## config.mk

```make
export PLATFORM = sky130hd
export DESIGN_NAME = bus_interconnect_n
export DESIGN_NICKNAME = d
export VERILOG_FILES = /design/src/rtl/bus_pkg.sv /design/src/rtl/bus_decoder.sv /design/src/rtl/bus_interconnect_n.sv
export SDC_FILE = /design/constraint.sdc
export NUM_CORES = 1
export LEC_CHECK = 0
export CORE_AREA = 2 2 122 124
export DETAILED_ROUTE_END_ITERATION = 6
export DIE_AREA = 0 0 124 126
export GPL_TIMING_DRIVEN = 0
export PLACE_DENSITY = 0.81
export SYNTH_ARGS = -nofsm -noshare
export SYNTH_HDL_FRONTEND = slang
export SYNTH_SLANG_ARGS = --single-unit
```

## constraint.sdc

```tcl
create_clock -name clk -period 3.8 [get_ports clk]
set_clock_uncertainty 0.15 [all_clocks]
set_input_delay 0.38 -clock clk [delete_from_list [all_inputs] [get_ports clk]]
set_output_delay 0.38 -clock clk [all_outputs]
set_load 0.02 [all_outputs]
```

## src/rtl/bus_pkg.sv

```systemverilog
`default_nettype none
`timescale 1ns/1ps
// ============================================================================
// Module      : bus_pkg
// Description : Shared types and helpers for the data-side bus interconnect.
//               - bus_state_t : transaction FSM state encoding
//               - REGION_*    : default region indices of the memory map
//               - region_idx  : extracts the region-select field of an address
// Revision    : 1.0 - initial N-slave release
// ============================================================================
package bus_pkg;

    typedef enum logic [1:0] {
        IDLE = 2'd0,
        WAIT = 2'd1,
        RESP = 2'd2
    } bus_state_t;

    // Default map: RAM at 0x0000_0000, GPIO at 0x2000_0000
    localparam int REGION_RAM  = 0;
    localparam int REGION_GPIO = 2;

    // Returns addr[msb:lsb] right-aligned. Bounds are run-time arguments so the
    // same helper serves any field position and address width up to 64 bits.
    function automatic logic [31:0] region_idx(input logic [63:0] addr,
                                               input int          msb,
                                               input int          lsb);
        logic [63:0] mask;
        mask = (64'd1 << (msb - lsb + 1)) - 64'd1;
        return 32'((addr >> lsb) & mask);
    endfunction

endpackage
`default_nettype wire

```

## src/rtl/bus_decoder.sv

```systemverilog
`default_nettype none
`timescale 1ns/1ps
// ============================================================================
// Module      : bus_decoder
// Description : Combinational address-region decoder. Produces a one-hot slave
//               select from addr[SEL_MSB:SEL_LSB] and flags whether the region
//               is backed by a slave port.
// Ports       : i_addr   - address to decode
//               o_sel    - one-hot select (all zero when unmapped)
//               o_mapped - 1 when the region index is below N_SLAVES
// Revision    : 1.0 - initial release
// ============================================================================
module bus_decoder
    import bus_pkg::*;
#(
    parameter int WIDTH    = 32,
    parameter int N_SLAVES = 4,
    parameter int SEL_MSB  = 31,
    parameter int SEL_LSB  = 28
) (
    input  logic [WIDTH-1:0]    i_addr,
    output logic [N_SLAVES-1:0] o_sel,
    output logic                o_mapped
);

    logic [31:0] w_idx;

    assign w_idx    = region_idx(64'(i_addr), SEL_MSB, SEL_LSB);
    assign o_mapped = (w_idx < 32'(N_SLAVES));

    generate
        for (genvar i = 0; i < N_SLAVES; i++) begin : g_sel
            assign o_sel[i] = (w_idx == 32'(i));
        end
    endgenerate

endmodule
`default_nettype wire

```

## src/rtl/bus_interconnect_n.sv

```systemverilog
`default_nettype none
`timescale 1ns/1ps
// ============================================================================
// Module      : bus_interconnect_n
// Description : Single-master, N-slave data bus interconnect. Routes one
//               request at a time to the slave chosen by the address region,
//               waits for that slave's ack (with optional timeout), and returns
//               a one-cycle registered response to the load/store unit.
// Ports       : clk, rst_n                  - clock, async active-low reset
//               m_req/m_we/m_addr/m_wdata   - master request
//               m_ready/m_rdata/m_err       - master response strobe + payload
//               busy                        - FSM not in IDLE
//               s_sel/s_we/s_addr/s_wdata   - slave request (one-hot select)
//               s_rdata/s_ack               - slave responses, flattened
//               err_cnt                     - saturating error-response count
// Revision    : 1.0 - initial N-slave release
// ============================================================================
module bus_interconnect_n
    import bus_pkg::*;
#(
    parameter int WIDTH    = 32,
    parameter int N_SLAVES = 4,
    parameter int SEL_MSB  = 31,
    parameter int SEL_LSB  = 28,
    parameter int TIMEOUT  = 15
) (
    input  logic                      clk,
    input  logic                      rst_n,
    input  logic                      m_req,
    input  logic                      m_we,
    input  logic [WIDTH-1:0]          m_addr,
    input  logic [WIDTH-1:0]          m_wdata,
    output logic                      m_ready,
    output logic [WIDTH-1:0]          m_rdata,
    output logic                      m_err,
    output logic                      busy,
    output logic [N_SLAVES-1:0]       s_sel,
    output logic [N_SLAVES-1:0]       s_we,
    output logic [WIDTH-1:0]          s_addr,
    output logic [WIDTH-1:0]          s_wdata,
    input  logic [N_SLAVES*WIDTH-1:0] s_rdata,
    input  logic [N_SLAVES-1:0]       s_ack,
    output logic [7:0]                err_cnt
);

    localparam int IDX_W = (N_SLAVES > 1) ? $clog2(N_SLAVES) : 1;
    // A zero TIMEOUT still gets a 1-bit counter; it simply never fires.
    localparam int CNT_W = (TIMEOUT > 0) ? $clog2(TIMEOUT + 1) : 1;
    localparam logic [CNT_W-1:0] c_CNT_LAST = CNT_W'((TIMEOUT > 0) ? TIMEOUT - 1 : 0);
    localparam logic [7:0]       c_ERR_MAX  = 8'hFF;

    bus_state_t          r_state;
    bus_state_t          w_state_nxt;

    logic [N_SLAVES-1:0] w_sel;
    logic                w_mapped;
    logic [IDX_W-1:0]    w_idx;
    logic                w_ack;
    logic                w_timeout;

    logic [IDX_W-1:0]    r_idx;
    logic [N_SLAVES-1:0] r_sel;
    logic [N_SLAVES-1:0] r_we;
    logic                r_wr;
    logic [WIDTH-1:0]    r_addr;
    logic [WIDTH-1:0]    r_wdata;
    logic [WIDTH-1:0]    r_rdata;
    logic                r_err;
    logic [CNT_W-1:0]    r_cnt;
    logic [7:0]          r_err_cnt;

    bus_decoder #(
        .WIDTH    (WIDTH),
        .N_SLAVES (N_SLAVES),
        .SEL_MSB  (SEL_MSB),
        .SEL_LSB  (SEL_LSB)
    ) u_decoder (
        .i_addr   (m_addr),
        .o_sel    (w_sel),
        .o_mapped (w_mapped)
    );

    // One-hot to binary; only meaningful when w_mapped is set.
    always_comb begin
        w_idx = '0;
        for (int i = 0; i < N_SLAVES; i++) begin
            if (w_sel[i]) w_idx = IDX_W'(i);
        end
    end

    // Only the ack of the latched target counts; other slaves are ignored.
    assign w_ack     = s_ack[r_idx];
    assign w_timeout = (TIMEOUT > 0) && (r_cnt == c_CNT_LAST);

    always_ff @(posedge clk or negedge rst_n) begin
        if (!rst_n) r_state <= IDLE;
        else        r_state <= w_state_nxt;
    end

    always_comb begin
        w_state_nxt = r_state;
        busy        = 1'b1;
        m_ready     = 1'b0;
        case (r_state)
            IDLE: begin
                busy = 1'b0;
                if (m_req) w_state_nxt = w_mapped ? WAIT : RESP;
            end
            WAIT: begin
                if (w_ack || w_timeout) w_state_nxt = RESP;
            end
            RESP: begin
                m_ready     = 1'b1;
                w_state_nxt = IDLE;
            end
            default: w_state_nxt = IDLE;
        endcase
    end

    // Response payload is loaded only on entry to RESP and cleared on exit,
    // so m_rdata/m_err read as zero whenever m_ready is low.
    always_ff @(posedge clk or negedge rst_n) begin
        if (!rst_n) begin
            r_idx     <= '0;
            r_sel     <= '0;
            r_we      <= '0;
            r_wr      <= 1'b0;
            r_addr    <= '0;
            r_wdata   <= '0;
            r_rdata   <= '0;
            r_err     <= 1'b0;
            r_cnt     <= '0;
            r_err_cnt <= '0;
        end else begin
            case (r_state)
                IDLE: begin
                    if (m_req) begin
                        r_addr  <= m_addr;
                        r_wdata <= m_wdata;
                        r_wr    <= m_we;
                        r_idx   <= w_idx;
                        r_cnt   <= '0;
                        if (w_mapped) begin
                            r_sel <= w_sel;
                            r_we  <= m_we ? w_sel : '0;
                        end else begin
                            r_rdata <= '0;
                            r_err   <= 1'b1;
                        end
                    end
                end
                WAIT: begin
                    if (w_ack) begin
                        r_rdata <= r_wr ? '0 : s_rdata[r_idx*WIDTH +: WIDTH];
                        r_err   <= 1'b0;
                        r_sel   <= '0;
                        r_we    <= '0;
                    end else if (w_timeout) begin
                        r_rdata <= '0;
                        r_err   <= 1'b1;
                        r_sel   <= '0;
                        r_we    <= '0;
                    end else begin
                        r_cnt <= r_cnt + CNT_W'(1);
                    end
                end
                RESP: begin
                    r_rdata <= '0;
                    r_err   <= 1'b0;
                    if (r_err && (r_err_cnt != c_ERR_MAX)) r_err_cnt <= r_err_cnt + 8'd1;
                end
                default: ;
            endcase
        end
    end

    assign m_rdata = r_rdata;
    assign m_err   = r_err;
    assign s_sel   = r_sel;
    assign s_we    = r_we;
    assign s_addr  = r_addr;
    assign s_wdata = r_wdata;
    assign err_cnt = r_err_cnt;

endmodule
`default_nettype wire

```

==> results.json <==
{
  "fillers": 1130,
  "yosysSeqAreaShare": 0.554,
  "pwr_density_cell_nw_per_um2": 523,
  "place_area_um2": 8910,
  "grtUsageTotal": 0.236,
  "wl_met1_um": 6910,
  "vias_per_cell": 4.99,
  "power.total_mw": 4.98,
  "grt_max_degree": 70,
  "htreeDepth": 4,
  "arrival_ps": 1930,
  "postLayoutCellArea_um2": 9520,
  "hold_end": "r_cnt[3]$_DFFE_PN0P_",
  "initial_core_util": 0.385,
  "crit_slowest_cell": "clkdlybuf4s50_1",
  "hold_ws_ps": 315,
  "grt_overflow_total": 0,
  "async_flop_share": 1.00,
  "routed_wl_um": 18300,
  "cp_top_family": "buffers and inverters",
  "dieWidth_um": 124,
  "crit_type": "flip-flop to primary output",
  "cp_data_required_time_ps": 3270,
  "period_needed_ps": 2460,
  "power_frac_seq": 0.342,
  "drtAntennaViolNets": 0,
  "yosysUniqueCellTypes": 38,
  "min_period_over_period": 0.649,
  "wl_met3_um": 1890,
  "syn_to_final_growth_pct": 72.7,
  "synth.area.top_cells": "dfrtp_1 (55%), nand2_1 (14%), mux4_2 (13%)",
  "p_int_mw": 3.42,
  "antenna_found_initial": 0,
  "drc": 0,
  "synth_top_area_cell": "dfrtp_1",
  "drtPass1Iterations": 5,
  "dieArea_um2": 15600,
  "leakagePower_nw": 4.23,
  "final_core_util": 0.665,
  "root_buffer": "clkbuf_16",
  "synth_edf_count": 0,
  "drive_gt1_frac": 0.0976,
  "nets": 1031,
  "cts_buffers": 17,
  "path_cells": "clkbuf_1 > nor2b_1 > clkdlybuf4s50_1",
  "finalMaxSlewViolations": 0,
  "reg2reg_depth": 5,
  "row_count": 44,
  "finalNonFillerCells": 1024,
  "synthCells": 493,
  "worstHoldStart": "r_cnt[3]$_DFFE_PN0P_",
  "tritoncts": "built",
  "cp-end-kind": "primary output",
  "timing.critical_path.buf_inv": 2,
  "hp-class": "flip-flop to flip-flop",
  "drt-initial-drc-count": 194,
  "power_switching_share": 0.313,
  "power_frac_clock": 0.323,
  "grt_pass1_wl_um": 27800,
  "cts_num_sinks": 122,
  "final-setup-viol-count": 0,
  "hpwlAfterDp_um": 14200,
  "worstPathMaxFanout": 10,
  "cp-start-kind": "flip-flop",
  "worst_pin_slew_ps": 807,
  "comb_power_share": 0.335,
  "avgSynthCellArea_um2": 11.2,
  "grt_pass1_vias": 5279,
  "clk_pin_slew_ps": 50,
  "io_buffers": 314,
  "ys_warn_count": 0,
  "core-area_um2": 14300,
  "vias": 5113,
  "gp_congestion": 0.857,
  "post-place-cells": 992,
  "netSwitchingPower_mw": 1.56,
  "highest_layer": "met4",
  "r2r_slack_ps": 1560,
  "routedWlPerCell_um": 17.9,
  "synth_nets": 696,
  "hold_viol": 0,
  "insertedDiodeCount": 0,
  "vdd_drop_max_v": 0.000332,
  "r2r-end": "s_addr[14]$_DFFE_PN0P_",
  "synth_most_common_cell": "nand2_1",
  "hold_depth": 1,
  "die_h_um": 126,
  "ys_top_cells_by_count": "nand2_1 (205), dfrtp_1 (122), a22o_1 (36)",
  "wl_met2_um": 9190,
  "rsz0062_at_grt": "false",
  "clk-insertion-delay-late_ps": 410,
  "max_cap_viol_count": 0,
  "synth_top_cell_area_share": 0.554,
  "ios": 315,
  "maxSlewHeadroom": 0.462,
  "synth_area_um2": 5510,
  "fmax_mhz": 406,
  "dominantRegCellSynth": "dfrtp_1",
  "cts_buffer_depth": 2,
  "slowest_delay_ps": 650,
  "ys_seq_elements": 122,
  "status": "completed",
  "ctsResizeCount": 0,
  "r2r_start": "r_state[0]$_DFFE_PN0P_"
}
timing repair:
| action | 4_1_cts | 5_1_grt |
|---|---|---|
| hold endpoints to repair | 53 | 0 |
| buffers inserted | 0 | 0 |
| hold buffers | 1 | 0 |
power by group through the flow:
| stage | registers (mW) | logic [mW] | clock network (mW) |
|---|---|---|---|
| final | 1.70 | 1.67 | 1.61 |
| after global routing | 1.73 | 1.79 | 1.70 |
| after CTS | 1.70 | 1.69 | 1.63 |
| after detailed placement | 1.72 | 1.68 | 0 |
| after global placement | 1.71 | 1.65 | 0 |
| after floorplan | 2.00 | 0.501 | 0 |
kinds of logic after synthesis:
logic type / Yosys count / synth area share
buffers and inverters: 33 / 0.0286
DFF: 122 / 0.554
adders and majority gates: 3 / 0.00681
muxes: 37 / 0.142
AOI/OAI and AO/OA: 55 / 0.0833
and+or+nand+nor: 236 / 0.174
xor gates and xnor gates: 7 / 0.0111
per-stage QoR:
step	setup TNS (ps)	worst slack, ps
final	0	1340
after global routing	0	1240
after global placement	-321490	-2640
after CTS	0	1320
after detailed placement	0	977
after floorplan	0	1780
worst max path at each step:
stage	cells past startpoint	to	slack (ps)	startpoint
6_report	3	m_ready	1340	r_state[0]$_DFFE_PN0P_
3_3_place_gp	1	s_wdata[30]$_DFFE_PN0P_	-2640	rst_n
3_5_place_dp	6	s_addr[14]$_DFFE_PN0P_	980	m_req
2_1_floorplan	4	err_cnt[1]$_DFFE_PN0P_	1780	err_cnt[0]$_DFFE_PN0P_
4_1_cts	3	m_ready	1320	r_state[0]$_DFFE_PN0P_
5_1_grt	3	m_ready	1240	r_state[0]$_DFFE_PN0P_
flip-flops by register name, indices dropped and copies added (netlist names):
register and cells:
err_cnt 8, s_we 4, r_wr 1, r_state 2, m_err 1, s_sel 4, r_cnt 4, m_rdata 32
s_wdata 32, s_addr 32, r_idx 2
worst register-to-register path, stage by stage (launching register included):
cell,delay (ps)
dfrtp_1,430
nor3b_1,410
clkbuf_1,470
clkbuf_1,460
nand2_1,170
nand2_1,90
layer usage:
| layer | GRT usage | vias up |
|---|---|---|
| li1 | - | 2376 |
| met2 | 0.409 | 239 |
| met5 | 0 | - |
| met1 | 0.263 | 2471 |
| met4 | 0.0720 | 0 |
| met3 | 0.0969 | 27 |
area by class of cell:
class                      instances  area, µm²  share of cell area
buffer                            30        146              0.0154
clock buffer                      21        480              0.0505
clock inverter                    10        116              0.0122
inverter                           3       11.3             0.00118
multi-input combinational        338       2300               0.242
sequential                       122       3050               0.321
tap                              184        230              0.0242
timing repair buffer             316       3180               0.334
placed cells by master, fill, tap and decap left out, drive strengths merged, types with 3 or more instances in the layout:
cell           count
clkbuf            38
buf               15
inv                4
clkinvlp           5
mux4              33
a32o               3
a22o              36
a21oi              3
nor2               8
and3               7
nand2            205
nand4              4
ha                 3
clkdlybuf4s50    313
dfrtp            122
nor3               3
mux2i              3
o21ai              4
xnor2              6
Power figures use the tool's default switching activity.
